<file path="src/rtl/pinball_pkg.sv">
// Shared definitions for the pinball object/collision path.
//   RGB_W            : pixel colour width (RRRGGGBB)
//   flipper_state_t  : flipper collision FSM states
//   rgb_src_t        : RGB mux sources, declared in priority order
//   pick_src()       : priority encoder over the per-object draw requests
package pinball_pkg;

  localparam int RGB_W = 8;

  typedef enum logic {
    ARMED   = 1'b0,
    HOLDOFF = 1'b1
  } flipper_state_t;

  // Declaration order is the priority order: earlier entries win.
  typedef enum logic [1:0] {
    SRC_SMILEY     = 2'd0,
    SRC_FLIPPER    = 2'd1,
    SRC_BORDERS    = 2'd2,
    SRC_BACKGROUND = 2'd3
  } rgb_src_t;

  function automatic rgb_src_t pick_src(input logic draw_smiley,
                                        input logic draw_flipper,
                                        input logic draw_borders);
    if (draw_smiley)       return SRC_SMILEY;
    else if (draw_flipper) return SRC_FLIPPER;
    else if (draw_borders) return SRC_BORDERS;
    else                   return SRC_BACKGROUND;
  endfunction

endpackage

</file>
<file path="src/rtl/frame_oneshot.sv">
// Per-frame collision one-shot: the first trigger in a frame produces a
// single registered pulse; the 'seen' flag then blocks further pulses until
// the next start_of_frame.
//   clk, reset      : clock, synchronous active-high reset
//   start_of_frame  : one-cycle frame start; clears the flag
//   trigger         : qualified overlap for this collision type
//   fire            : combinational, a pulse is being issued this cycle
//   seen            : collision already pulsed in the current frame
//   pulse           : registered one-cycle collision pulse
module frame_oneshot (
  input  logic clk,
  input  logic reset,
  input  logic start_of_frame,
  input  logic trigger,
  output logic fire,
  output logic seen,
  output logic pulse
);

  // A trigger on the start_of_frame cycle belongs to the new frame, so the
  // old flag must not block it.
  assign fire = trigger & (start_of_frame | ~seen);

  // NOTE: sequential state uses non-blocking assignments so every register
  // samples the pre-edge values, regardless of statement order.
  always_ff @(posedge clk) begin
    if (reset) begin
      seen  <= 1'b0;
      pulse <= 1'b0;
    end else begin
      pulse <= fire;
      seen  <= fire | (seen & ~start_of_frame);
    end
  end

endmodule

</file>
<file path="src/rtl/collision_manager.sv">
// Collision manager: consumes draw requests and colours from the smiley,
// flipper and borders objects, drives the registered priority RGB mux toward
// VGA, and issues at most one smiley/borders and one smiley/flipper collision
// pulse per frame. After a flipper pulse, further flipper hits are suppressed
// for HOLDOFF_FRAMES frame starts so the ball cannot stick to the flipper.
//   clk, reset               : clock, synchronous active-high reset
//   startOfFrame             : one-cycle pulse at each frame start
//   draw_*/RGB_*             : per-object draw request and colour
//   RGB_background           : colour when nothing draws
//   RGBOut                   : registered pixel colour (1 clk latency)
//   collisionSmileyBorders   : one-cycle pulse, first smiley/borders overlap
//   collisionSmileyFlipper   : one-cycle pulse, eligible smiley/flipper overlap
//   frameCollisions          : {flipper, borders} seen in the previous frame
//   flipperHitCount          : saturating count of issued flipper pulses
module collision_manager
  import pinball_pkg::*;
#(
  parameter int HOLDOFF_FRAMES = 4,
  parameter int COUNT_W        = 8
) (
  input  logic               clk,
  input  logic               reset,
  input  logic               startOfFrame,
  input  logic               draw_smiley,
  input  logic [RGB_W-1:0]   RGB_smiley,
  input  logic               draw_flipper,
  input  logic [RGB_W-1:0]   RGB_flipper,
  input  logic               draw_borders,
  input  logic [RGB_W-1:0]   RGB_borders,
  input  logic [RGB_W-1:0]   RGB_background,
  output logic [RGB_W-1:0]   RGBOut,
  output logic               collisionSmileyBorders,
  output logic               collisionSmileyFlipper,
  output logic [1:0]         frameCollisions,
  output logic [COUNT_W-1:0] flipperHitCount
);

  localparam int HOLD_W = (HOLDOFF_FRAMES > 0) ? $clog2(HOLDOFF_FRAMES + 1) : 1;
  localparam logic [HOLD_W-1:0] HOLD_LOAD = HOLD_W'(HOLDOFF_FRAMES);

  // ---------------------------------------------------------------------------
  // RGB priority mux, registered
  // ---------------------------------------------------------------------------
  logic [RGB_W-1:0] rgb_next;

  // NOTE: every signal driven from always_comb gets a default first, so no
  // path can leave it unassigned and infer a latch.
  always_comb begin
    rgb_next = RGB_background;
    unique case (pick_src(draw_smiley, draw_flipper, draw_borders))
      SRC_SMILEY:     rgb_next = RGB_smiley;
      SRC_FLIPPER:    rgb_next = RGB_flipper;
      SRC_BORDERS:    rgb_next = RGB_borders;
      SRC_BACKGROUND: rgb_next = RGB_background;
    endcase
  end

  always_ff @(posedge clk) begin
    if (reset) RGBOut <= '0;
    else       RGBOut <= rgb_next;
  end

  // ---------------------------------------------------------------------------
  // Overlap detection
  // ---------------------------------------------------------------------------
  logic ov_b, ov_f;
  assign ov_b = draw_smiley & draw_borders;
  assign ov_f = draw_smiley & draw_flipper;

  // ---------------------------------------------------------------------------
  // Flipper holdoff FSM
  // ---------------------------------------------------------------------------
  flipper_state_t    state, state_next;
  logic [HOLD_W-1:0] holdoff_cnt, holdoff_next;
  logic              flip_fire;

  always_ff @(posedge clk) begin
    if (reset) begin
      state       <= ARMED;
      holdoff_cnt <= '0;
    end else begin
      state       <= state_next;
      holdoff_cnt <= holdoff_next;
    end
  end

  always_comb begin
    state_next   = state;
    holdoff_next = holdoff_cnt;
    unique case (state)
      ARMED: begin
        // With no holdoff configured the per-frame flag alone limits hits.
        if (flip_fire && (HOLDOFF_FRAMES != 0)) begin
          state_next   = HOLDOFF;
          holdoff_next = HOLD_LOAD;
        end
      end
      HOLDOFF: begin
        if (startOfFrame) begin
          // A counter at or below 1 reaches 0 on this frame start.
          if (holdoff_cnt <= HOLD_W'(1)) begin
            state_next   = ARMED;
            holdoff_next = '0;
          end else begin
            holdoff_next = holdoff_cnt - HOLD_W'(1);
          end
        end
      end
    endcase
  end

  // ---------------------------------------------------------------------------
  // Per-frame one-shots
  // ---------------------------------------------------------------------------
  logic bord_fire, bord_seen, flip_seen;

  frame_oneshot u_borders (
    .clk            (clk),
    .reset          (reset),
    .start_of_frame (startOfFrame),
    .trigger        (ov_b),
    .fire           (bord_fire),
    .seen           (bord_seen),
    .pulse          (collisionSmileyBorders)
  );

  // Flipper overlaps only count while the FSM is armed.
  frame_oneshot u_flipper (
    .clk            (clk),
    .reset          (reset),
    .start_of_frame (startOfFrame),
    .trigger        (ov_f & (state == ARMED)),
    .fire           (flip_fire),
    .seen           (flip_seen),
    .pulse          (collisionSmileyFlipper)
  );

  // ---------------------------------------------------------------------------
  // Previous-frame summary and saturating hit counter
  // ---------------------------------------------------------------------------
  always_ff @(posedge clk) begin
    if (reset) begin
      frameCollisions <= 2'b00;
      flipperHitCount <= '0;
    end else begin
      // Flags are sampled before the one-shots clear them on this edge.
      if (startOfFrame)
        frameCollisions <= {flip_seen, bord_seen};
      if (flip_fire && (flipperHitCount != {COUNT_W{1'b1}}))
        flipperHitCount <= flipperHitCount + COUNT_W'(1);
    end
  end

  // Only the registered pulse leaves the block; the early fire term is
  // kept as a one-shot output for symmetry with the flipper instance.
  logic unused_bord_fire;
  assign unused_bord_fire = bord_fire;

endmodule

</file>
<file path="config.mk">
export PLATFORM = sky130hd
export DESIGN_NAME = collision_manager
export DESIGN_NICKNAME = d
export VERILOG_FILES = /design/src/rtl/pinball_pkg.sv /design/src/rtl/frame_oneshot.sv /design/src/rtl/collision_manager.sv
export SDC_FILE = /design/constraint.sdc
export NUM_CORES = 1
export LEC_CHECK = 0
export CAP_MARGIN = 20
export CORE_UTILIZATION = 44
export DETAILED_ROUTE_END_ITERATION = 10
export PLACE_DENSITY = 0.79
export SKIP_LAST_GASP = 1
export SLEW_MARGIN = 20
export SYNTH_ARGS = -nofsm -noshare
export SYNTH_HDL_FRONTEND = slang
export SYNTH_SLANG_ARGS = --single-unit
</file>
<file path="constraint.sdc">
create_clock -name clk -period 4.43 [get_ports clk]
set_input_delay 0.443 -clock clk [delete_from_list [all_inputs] [get_ports clk]]
set_output_delay 0.443 -clock clk [all_outputs]
set_load 0.1 [all_outputs]
</file>
## Yosys cells after proc, flatten, opt, wreduce, memory -nomap -nowiden

Index checks and enable logic that the tools add are counted.

| word-level totals | value |
|---|---|
| flip-flop bits (word level) | 26 |
| bits in latches | 0 |
| memory bits (writable) | 0 |
| bits in read-only memories | 0 |
| input port bits | 38 |
| output and inout port bits | 20 |
| logic and storage cells | 48 |
| memories | 0 |

| cells by class | value |
|---|---|
| add/subtract/negate cells | 2 |
| multiply operators | 0 |
| divide/modulo/power cells | 0 |
| magnitude comparators | 1 |
| equality and inequality tests | 6 |
| shift-type cells | 0 |
| mux-type cells | 12 |
| bitwise logic cells | 15 |
| reduce and logical (&&, ||, !) cells | 3 |

Operators with widths:

| kind | count |
|---|---|
| $pmux W8 S4 | 1 |
| $mux W3 | 3 |
| $add A8 B1 Y8 const B | 1 |
| $ne A8 B8 Y1 const B | 1 |
| $and A1 B1 Y1 | 7 |
| $pmux W3 S2 | 1 |
| $eq A2 B2 Y1 const B | 2 |
| $mux W1 | 4 |
| $mux W2 | 2 |
| $ne A2 B2 Y1 const B | 2 |
| $not A1 Y1 | 4 |
| $or A1 B1 Y1 | 4 |
| $le A3 B1 Y1 const B | 1 |
| $sub A3 B1 Y3 const B | 1 |
| $eq A2 B1 Y1 const B | 1 |
| $logic_not A2 Y1 | 1 |
| $pmux W1 S2 | 1 |
| $reduce_and A2 Y1 | 1 |
| $logic_and A1 B1 Y1 | 1 |

## Longest topological paths before layout

Gate-level depths: netlist (run 1).

| depth | value |
|---|---|
| word-level depth | 5 |
| mapped depth | 6 |
| depth with buffers taken out | 6 |

## Hierarchy

Synthesis (run 1) repeated with hierarchy kept, for this count alone.

| unflattened totals | value |
|---|---|
| cells, all modules | 140 |
| area, all modules | 1315.0 µm² |

By module, submodules not included:

| module | times used | cells each | area each (µm²) | sequential area each (µm²) |
|---|---|---|---|---|
| collision_manager | 1 | 126 | 1152.4 | 440.4 |
| frame_oneshot | 2 | 7 | 81.3 | 40.0 |

## Worst setup path before layout (run 1)

No wires, ideal clock.

| timing path | value |
|---|---|
| kind | flip-flop to flip-flop |
| from | reg flipperHitCount[0] |
| to | reg flipperHitCount[1] |
| library setup time | 0.128 ns |
| arrival time | 2.131 ns |
| required time | 4.302 ns |
| path slack | 2.172 ns |
| cell stages (with the launch flop) | 6 |
| buffers on the path | 0 |
| clock period less this slack | 2.258 ns |
| cells stage by stage | dfxtp_1 > ha_1 > nand3_1 > o211ai_1 > mux2i_1 > nor2_1 |

| between the ends | value |
|---|---|
| longest elaborated chain between the ends | 2 |
| elaborated cells on any way between the ends | 3 |
| those cells by class | add/sub (1); eq/ne (1); reduce/logical (1) |

Ends and longest elaborated chain:

| element | line | text |
|---|---|---|
| from (decl) | collision_manager.sv:35 | `output logic [COUNT_W-1:0] flipperHitCount` |
| from (signal assigned) | collision_manager.sv:150 | `flipperHitCount <= flipperHitCount + COUNT_W'(1);` |
| branches (longest 2 deep; another with $add A8 B1 Y8) | n/a |  |

Several ways; the timed one is not identified.
A chain may end at the register's enable or synchronous reset.

## Worst setup path in the final report (run 1)

| timing path | value |
|---|---|
| from | reg flipperHitCount[2] |
| to | out flipperHitCount[2] |

No word-level cell between the ends.

==> summary.md, run 1 <==
| Metric | Value |
|---|---|
| Outcome | finished with violations |
| Failing checks | DRC |
| Placement Setup Slack | 1.97 ns |
| Row count | 19 |
| Post-Synthesis Net Count | around 190 |
| Vias in the first global route | ~1.2k |
| Internal reg-to-reg setup slack | between 2 and 3 ns |
| Synth cell count leaders | dfxtp_1, mux2i_1, nor2_1 |
| First-pass GRT wire length | approximately 4900 um |
| DR WL/cell | roughly 13 um |
| Crit-path max FO | 7 |
| RR Endpoint | flipperHitCount[1] |
| Synthesized flop and latch total | 26 |
| Critical path endpoint category | primary output |
| Tcrit/Tclk final | 0.542 |
| Setup TNS | 0 ns |
| IO Pins | 58 |
| # H-tree levels | 1 |
| Via-per-instance ratio | 5.44 |
| DR vias | approximately 1.3k |
| Post-CTS Setup Inserts | 0 |
| DR iter-0 viols | 31 |
| Final worst slack | ~2 ns |
| Post-CTS sizing | 0 |
| Peak supply drop | approximately 0.17 mV |
| Count of pins over their slew limit | 0 |
| Initial Util | 0.470 |
| Clock Root Buffer | clkbuf_4 |
| CP Capture Point | flipperHitCount[2] |
| Post-Synthesis Cells | 150 |
| Hold WC Path Type | flop to flop |
| Max Cap Viol | 0 |
| Gr usage total | 0.196 |
| WL final | about 2900 um |
| Antenna-violating nets left | 0 |
| Worst path buffer plus inverter count | 1 |
| Final Hold Fails | 0 |
| Clk_lat worst skew | a little over 0.3 ns |
| DRC viols | 7 |
| CP Launch Type | flop |
| CP peak stage delay | approximately 1.2 ns |
| Die ar. | about 3200 um^2 |
| CTS Buf Count | 3 |
| Cell chain of the critical path | clkdlybuf4s50_1 |
| Number of synthesized flops with an enable pin | 0 |
| Synth unique cells | 38 |
| Syn_area_per_cell | 8.79 um^2 |
| Initial antenna violation count | 0 |
| Router iterations before antenna repair | 7 |
| Critical path's top delay family | buffers and inverters |
| Prevailing post-synth register cell | dfxtp_1 |
| Yosys warnings | 0 |
| Levels on crit path | 1 |
| Clk slew on worst S/H paths | 0.13 ns |
| Die height | ~57 um |
| Final setup fails | 0 |
| Top cells by area, synth | dfxtp_1, mux2i_1, nor2_1 |
| Area Growth Syn to Fin | 44.0% |
| Required time worst endpoint | ~4 ns |
| Top cell type's share of synthesized area | 0.395 |
| Max-Slew Margin vs Limit | 0.340 |
| Top-count cell post-synth | dfxtp_1 |
| R2R depth | 5 |
| Clock Tree Buf Depth | 2 |
| Final worst path period need | between 2 and 2.5 ns |
| Critical path class | flop to primary output |
| Port-buffer cells | 57 |
| Syn Std Cell Area | around 1300 um^2 |
| Leakage | between 0.7 and 0.8 nW |
| Nets | 245 |
| Antenna cells | 0 |
| Detail Placement HPWL | approximately 2300 um |
| Reg2reg start | flipperHitCount[0] |
| Share of layout cells above drive strength 1 | 0.0297 |
| Critical Path Start | flipperHitCount[2] |
| Area leader, netlist | dfxtp_1 |
| Fmax | 0.416 GHz |
| CTS tree | yes |
| Final GP Congestion | 0.811 |
| PD cells | approximately 260 nW/um^2 |
| Critical-path top delay cell | clkdlybuf4s50_1 |
| Core area | 2810 um^2 |
| RSZ-0062 raised after global routing | false |
| Synth async-reset ratio | 0 |
| Pin count of the biggest net entering global routing | 29 |
| Clock skew | 0.00497 ns |
| Clk sinks | 26 |
| Critical path arrival | just under 2 ns |
| Worst Tran Pin Value | about 1 ns |
| Sequential area share after synthesis | 0.395 |
| # hold bufs at CTS | 0 |
| Die width | between 50 and 60 um |
| Grt total ovfl | 0 |
## final cells by class
type,count,area (um^2)
sequential,26,520
multi-input combinational,112,732
fill,234,906
clock buffer,3,22.5
tap,31,38.8
timing repair buffer,57,571
inverter,4,15.0
## worst min path at each step
stage	end	slack, ns	cells after the start	startpoint
detailed placement	frameCollisions[0]	0.49	2	frameCollisions[0]
CTS	u_borders.seen	0.51	2	u_borders.seen
finish	u_borders.seen	0.51	2	u_borders.seen
global route	u_borders.seen	0.53	2	u_borders.seen
global placement	u_borders.seen	0.47	2	u_borders.seen
floorplan	u_borders.seen	0.46	2	u_borders.seen
## registers in the layout, summed over array words and instances, names as in the netlist
name and cells:
RGBOut 8, frameCollisions 2, state 1, u_borders.seen 1
u_flipper.seen 1, u_flipper.pulse 1, flipperHitCount 8, holdoff_cnt 3
u_borders.pulse 1
## metal layers
layer,vias to the layer above,global-route usage,share of wire
li1,630,-,-
met1,575,0.224,0.42
met2,59,0.340,0.47
met3,4,0.0668,0.098
met4,0,0.0662,0.010
met5,-,0,0
## layout by cell type (no fill, tap or decap), types with 2 or more instances in the layout
cell type / count
a21oi_1: 9
a31oi_1: 4
and2_1: 2
clkbuf_4: 3
clkdlybuf4s50_1: 57
dfxtp_1: 26
ha_1: 3
inv_1: 4
mux2i_1: 19
nand2_1: 15
nand2b_1: 4
nand3_1: 3
nor2_1: 19
nor3_1: 2
o21ai_0: 10
o21bai_1: 2
## power by group
group	internal, mW	total, mW	switching [mW]
clock	0.0318	0.0970	0.0652
combinational	0.0606	0.154	0.0931
sequential	0.245	0.251	0.00600
total	0.337	0.501	0.164
## metrics by stage
step                std cells  total power, mW  hold WS, ns  area (um^2)   util
floorplan                 150            0.355        0.460         1320      -
global placement          230            0.408        0.473         1880  0.669
detailed placement        230            0.410        0.487         1880  0.669
CTS                       233            0.505        0.505         1900  0.677
global route              233            0.522        0.530         1900  0.677
finish                    233            0.501        0.505         1900  0.677
## logic make-up (layout without fill, tap and decap cells)
group / after synthesis / in the layout / synth area share
and+or+nand+nor: 56 / 56 / 0.221
AOI/OAI and AO/OA: 31 / 31 / 0.139
DFF: 26 / 26 / 0.395
muxes: 20 / 20 / 0.153
buffers and inverters: 12 / 64 / 0.0503
adders and majority gates: 3 / 3 / 0.0285
xor gates and xnor gates: 2 / 2 / 0.0133
(Power assumes the default switching activity.)
==> run 2: changes to the inputs <==
--- a/config.mk
+++ b/config.mk
@@ -6,9 +6,9 @@
 export NUM_CORES = 1
 export LEC_CHECK = 0
 export CAP_MARGIN = 20
-export CORE_UTILIZATION = 44
+export CORE_UTILIZATION = 41
 export DETAILED_ROUTE_END_ITERATION = 10
-export PLACE_DENSITY = 0.79
+export PLACE_DENSITY = 0.75
 export SKIP_LAST_GASP = 1
 export SLEW_MARGIN = 20
 export SYNTH_ARGS = -nofsm -noshare
==> constraint.sdc (replaced) <==
create_clock -name clk -period 2.4 [get_ports clk]
set_input_delay 0.24 -clock clk [delete_from_list [all_inputs] [get_ports clk]]
set_output_delay 0.24 -clock clk [all_outputs]
set_load 0.1 [all_outputs]
==> summary.md, run 2 (synthesis gave the netlist of run 1 again) <==
| Metric | Value |
|---|---|
| Initial Util | 0.432 (-0.0381) |
| Peak supply drop | 0.233 mV (+40%) |
| Via-per-instance ratio | 5.05 (-7.2%) |
| Setup TNS | 0 ns (unchanged) |
| DRC viols | 0 (-7) |
| Required time worst endpoint | 2.62 ns (-1.37 ns) |
| HP Start | u_borders.seen |
| # hold bufs at CTS | 0 (unchanged) |
| Critical-path top delay cell | dfxtp_1 |
| Count of pins over their slew limit | 0 (unchanged) |
| Internal power | 654 uW (+94%) |
| Die ar. | 3450 um^2 (+7.1%) |
| Clk sinks | 26 (unchanged) |
| RR Endpoint | flipperHitCount[1] |
| WL final | 3060 um (+4.7%) |
| DR vias | 1263 (-0.39%) |
| Hold path cells | 2 (unchanged) |
| Final setup fails | 0 (unchanged) |
| Final Hold Fails | 0 (unchanged) |
| Switching Share | 0.325 (-0.00285) |
| Detail Placement HPWL | 2490 um (+7.7%) |
| Leakage | 0.813 nW (+7.6%) |
| Clk slew on worst S/H paths | 0.14 ns (about the same) |
| CTS Buf Count | 3 (unchanged) |
| DR iter-0 viols | 33 (+6.5%) |
| Critical path class | flop to flop |
| Clock skew | 0.00776 ns (+0.00279 ns) |
| Top Registers | RGBOut: 8 flops, flipperHitCount: 8 flops, holdoff_cnt: 3 flops |
| Clock Root Buffer | clkbuf_4 |
| Worst Tran Pin Value | 0.486 ns (-0.500 ns) |
| Router iterations before antenna repair | 4 (-3) |
| Comb power frac | 0.292 (-0.014) |
| Final worst slack | 0.701 ns (-1.33 ns) |
| Die width | 58.7 um (+3.5%) |
| Share of layout cells above drive strength 1 | 0.146 (+0.116) |
| Row count | 20 (+1) |
| Reg2reg start | flipperHitCount[0] |
| Antenna cells | 0 (unchanged) |
| Critical path arrival | 1.92 ns (-0.04 ns) |
| PD cells | 509 nW/um^2 (+93%) |
| Core area | 3050 um^2 (+8.8%) |
| CP peak stage delay | 0.46 ns (-0.72 ns) |
| Outcome | complete, no violations |
| Clock Tree Buf Depth | 2 (unchanged) |
| CP Launch Type | flop |
| CTS tree | yes |
| Reg power frac | 0.478 (-0.022) |
| Commonest non-fill, non-tap cell in the layout | clkdlybuf4s50_1 |
| Internal reg-to-reg setup slack | 0.70 ns (-2.04 ns) |
| # H-tree levels | 1 (unchanged) |
| Cell chain of the critical path | ha_1, nand3_1, o211ai_1, mux2i_1, nor2_1 |
| Nets | 248 (+1.2%) |
| DR WL/cell | 12.2 um (-2.4%) |
| Dpl cells | 246 (+7.0%) |
| Most frequent cells in the layout | clkdlybuf4s50_1, dfxtp_1, buf_4 |
| Max-Slew Margin vs Limit | 0.675 (+0.335) |
| Total power | 969 uW (+93%) |
| R2R depth | 5 (unchanged) |
| Critical path endpoint category | flop |
| Vias in the first global route | 1186 (-1.9%) |
| Grt total ovfl | 0 (unchanged) |
| Tcrit/Tclk final | 0.708 |
| Placement Setup Slack | 0.462 ns (-1.50 ns) |
| Clk_lat worst skew | 0.33 ns (+0.02 ns) |
| Pin count of the biggest net entering global routing | 26 (-10%) |
| Post-CTS sizing | 0 (unchanged) |
| Switching pwr | 315 uW (+92%) |
| Max Cap Viol | 0 (unchanged) |
| Post-route insts no fill | 250 (+7.3%) |
| Port-buffer cells | 57 (unchanged) |
| RSZ-0062 raised after global routing | false |
| Area Growth Syn to Fin | 44.2% |
| Final GP Congestion | 0.816 (+0.68%) |
| Fin util | 0.623 (-0.0541) |
| WHS Endpoint | u_borders.seen |
| Initial antenna violation count | 0 (unchanged) |
| Die height | 58.7 um (+3.5%) |
| Crit-path max FO | 5 (-2) |
| IO Pins | 58 (unchanged) |
| Final worst path period need | about 1.7 ns |
| Antenna-violating nets left | 0 (unchanged) |
| Gr usage total | 0.196 (-0.000224) |
| First-pass GRT wire length | 5000 um (+1.4%) |
| Fmax | 0.589 GHz |
| Hold WC Path Type | flop to flop |
| Fillcell total | 267 (+14%) |
| Clock Power Share | 0.230 (+0.036) |
| Post-CTS Setup Inserts | 0 (unchanged) |
==> run 2: routing by layer <==
layer | up-vias | track usage | wire (um)
met4 | 0 | 0.119 | 74
met2 | 63 | 0.337 | 1480
li1 | 634 | - | -
met1 | 557 | 0.204 | 1210
met5 | - | 0 | 0
met3 | 9 | 0.0725 | 297
==> run 2: area by class of cell <==
| cell class | instances | area, um^2 | share of cell area |
|---|---|---|---|
| Clock buffer | 4 | 36.3 | 0.0191 |
| Inverter | 4 | 15.0 | 0.00789 |
| Multi-Input combinational cell | 112 | 732 | 0.385 |
| Sequential cell | 26 | 520 | 0.274 |
| Tap cell | 44 | 55.1 | 0.0289 |
| Timing Repair Buffer | 60 | 543 | 0.286 |
==> run 2: critical path, delay by kind of cell, from the launching register on <==
| kind | cells | cell delay [ns] |
|---|---|---|
| AOI/OAI and AO/OA | 1 | 0.39 |
| muxes | 1 | 0.23 |
| and+or+nand+nor | 2 | 0.23 |
| DFF | 1 | 0.46 |
| adders and majority gates | 1 | 0.28 |
==> run 2: power groups by stage <==
stage | clock network (mW) | registers, mW | logic [mW]
2_1_floorplan | 0 | 0.577 | 0.0793
3_3_place_gp | 0 | 0.472 | 0.281
3_5_place_dp | 0 | 0.472 | 0.284
4_1_cts | 0.228 | 0.463 | 0.285
5_1_grt | 0.243 | 0.466 | 0.301
6_report | 0.223 | 0.463 | 0.283
==> run 2: worst max path at each step <==
stage / start / end / slack, ns / cells after the start
2_1_floorplan: flipperHitCount[0] / flipperHitCount[1] / 0.14 / 5
3_3_place_gp: startOfFrame / flipperHitCount[7] / 0.52 / 5
3_5_place_dp: startOfFrame / flipperHitCount[7] / 0.46 / 5
4_1_cts: flipperHitCount[0] / flipperHitCount[1] / 0.70 / 5
5_1_grt: flipperHitCount[0] / flipperHitCount[1] / 0.63 / 5
6_report: flipperHitCount[0] / flipperHitCount[1] / 0.70 / 5
==> run 2: per-stage QoR <==
step | hold slack, ns | area [um^2]
floorplan | 0.387 | 1320
global placement | 0.480 | 1870
detailed placement | 0.485 | 1870
CTS | 0.503 | 1900
global route | 0.528 | 1900
finish | 0.506 | 1900
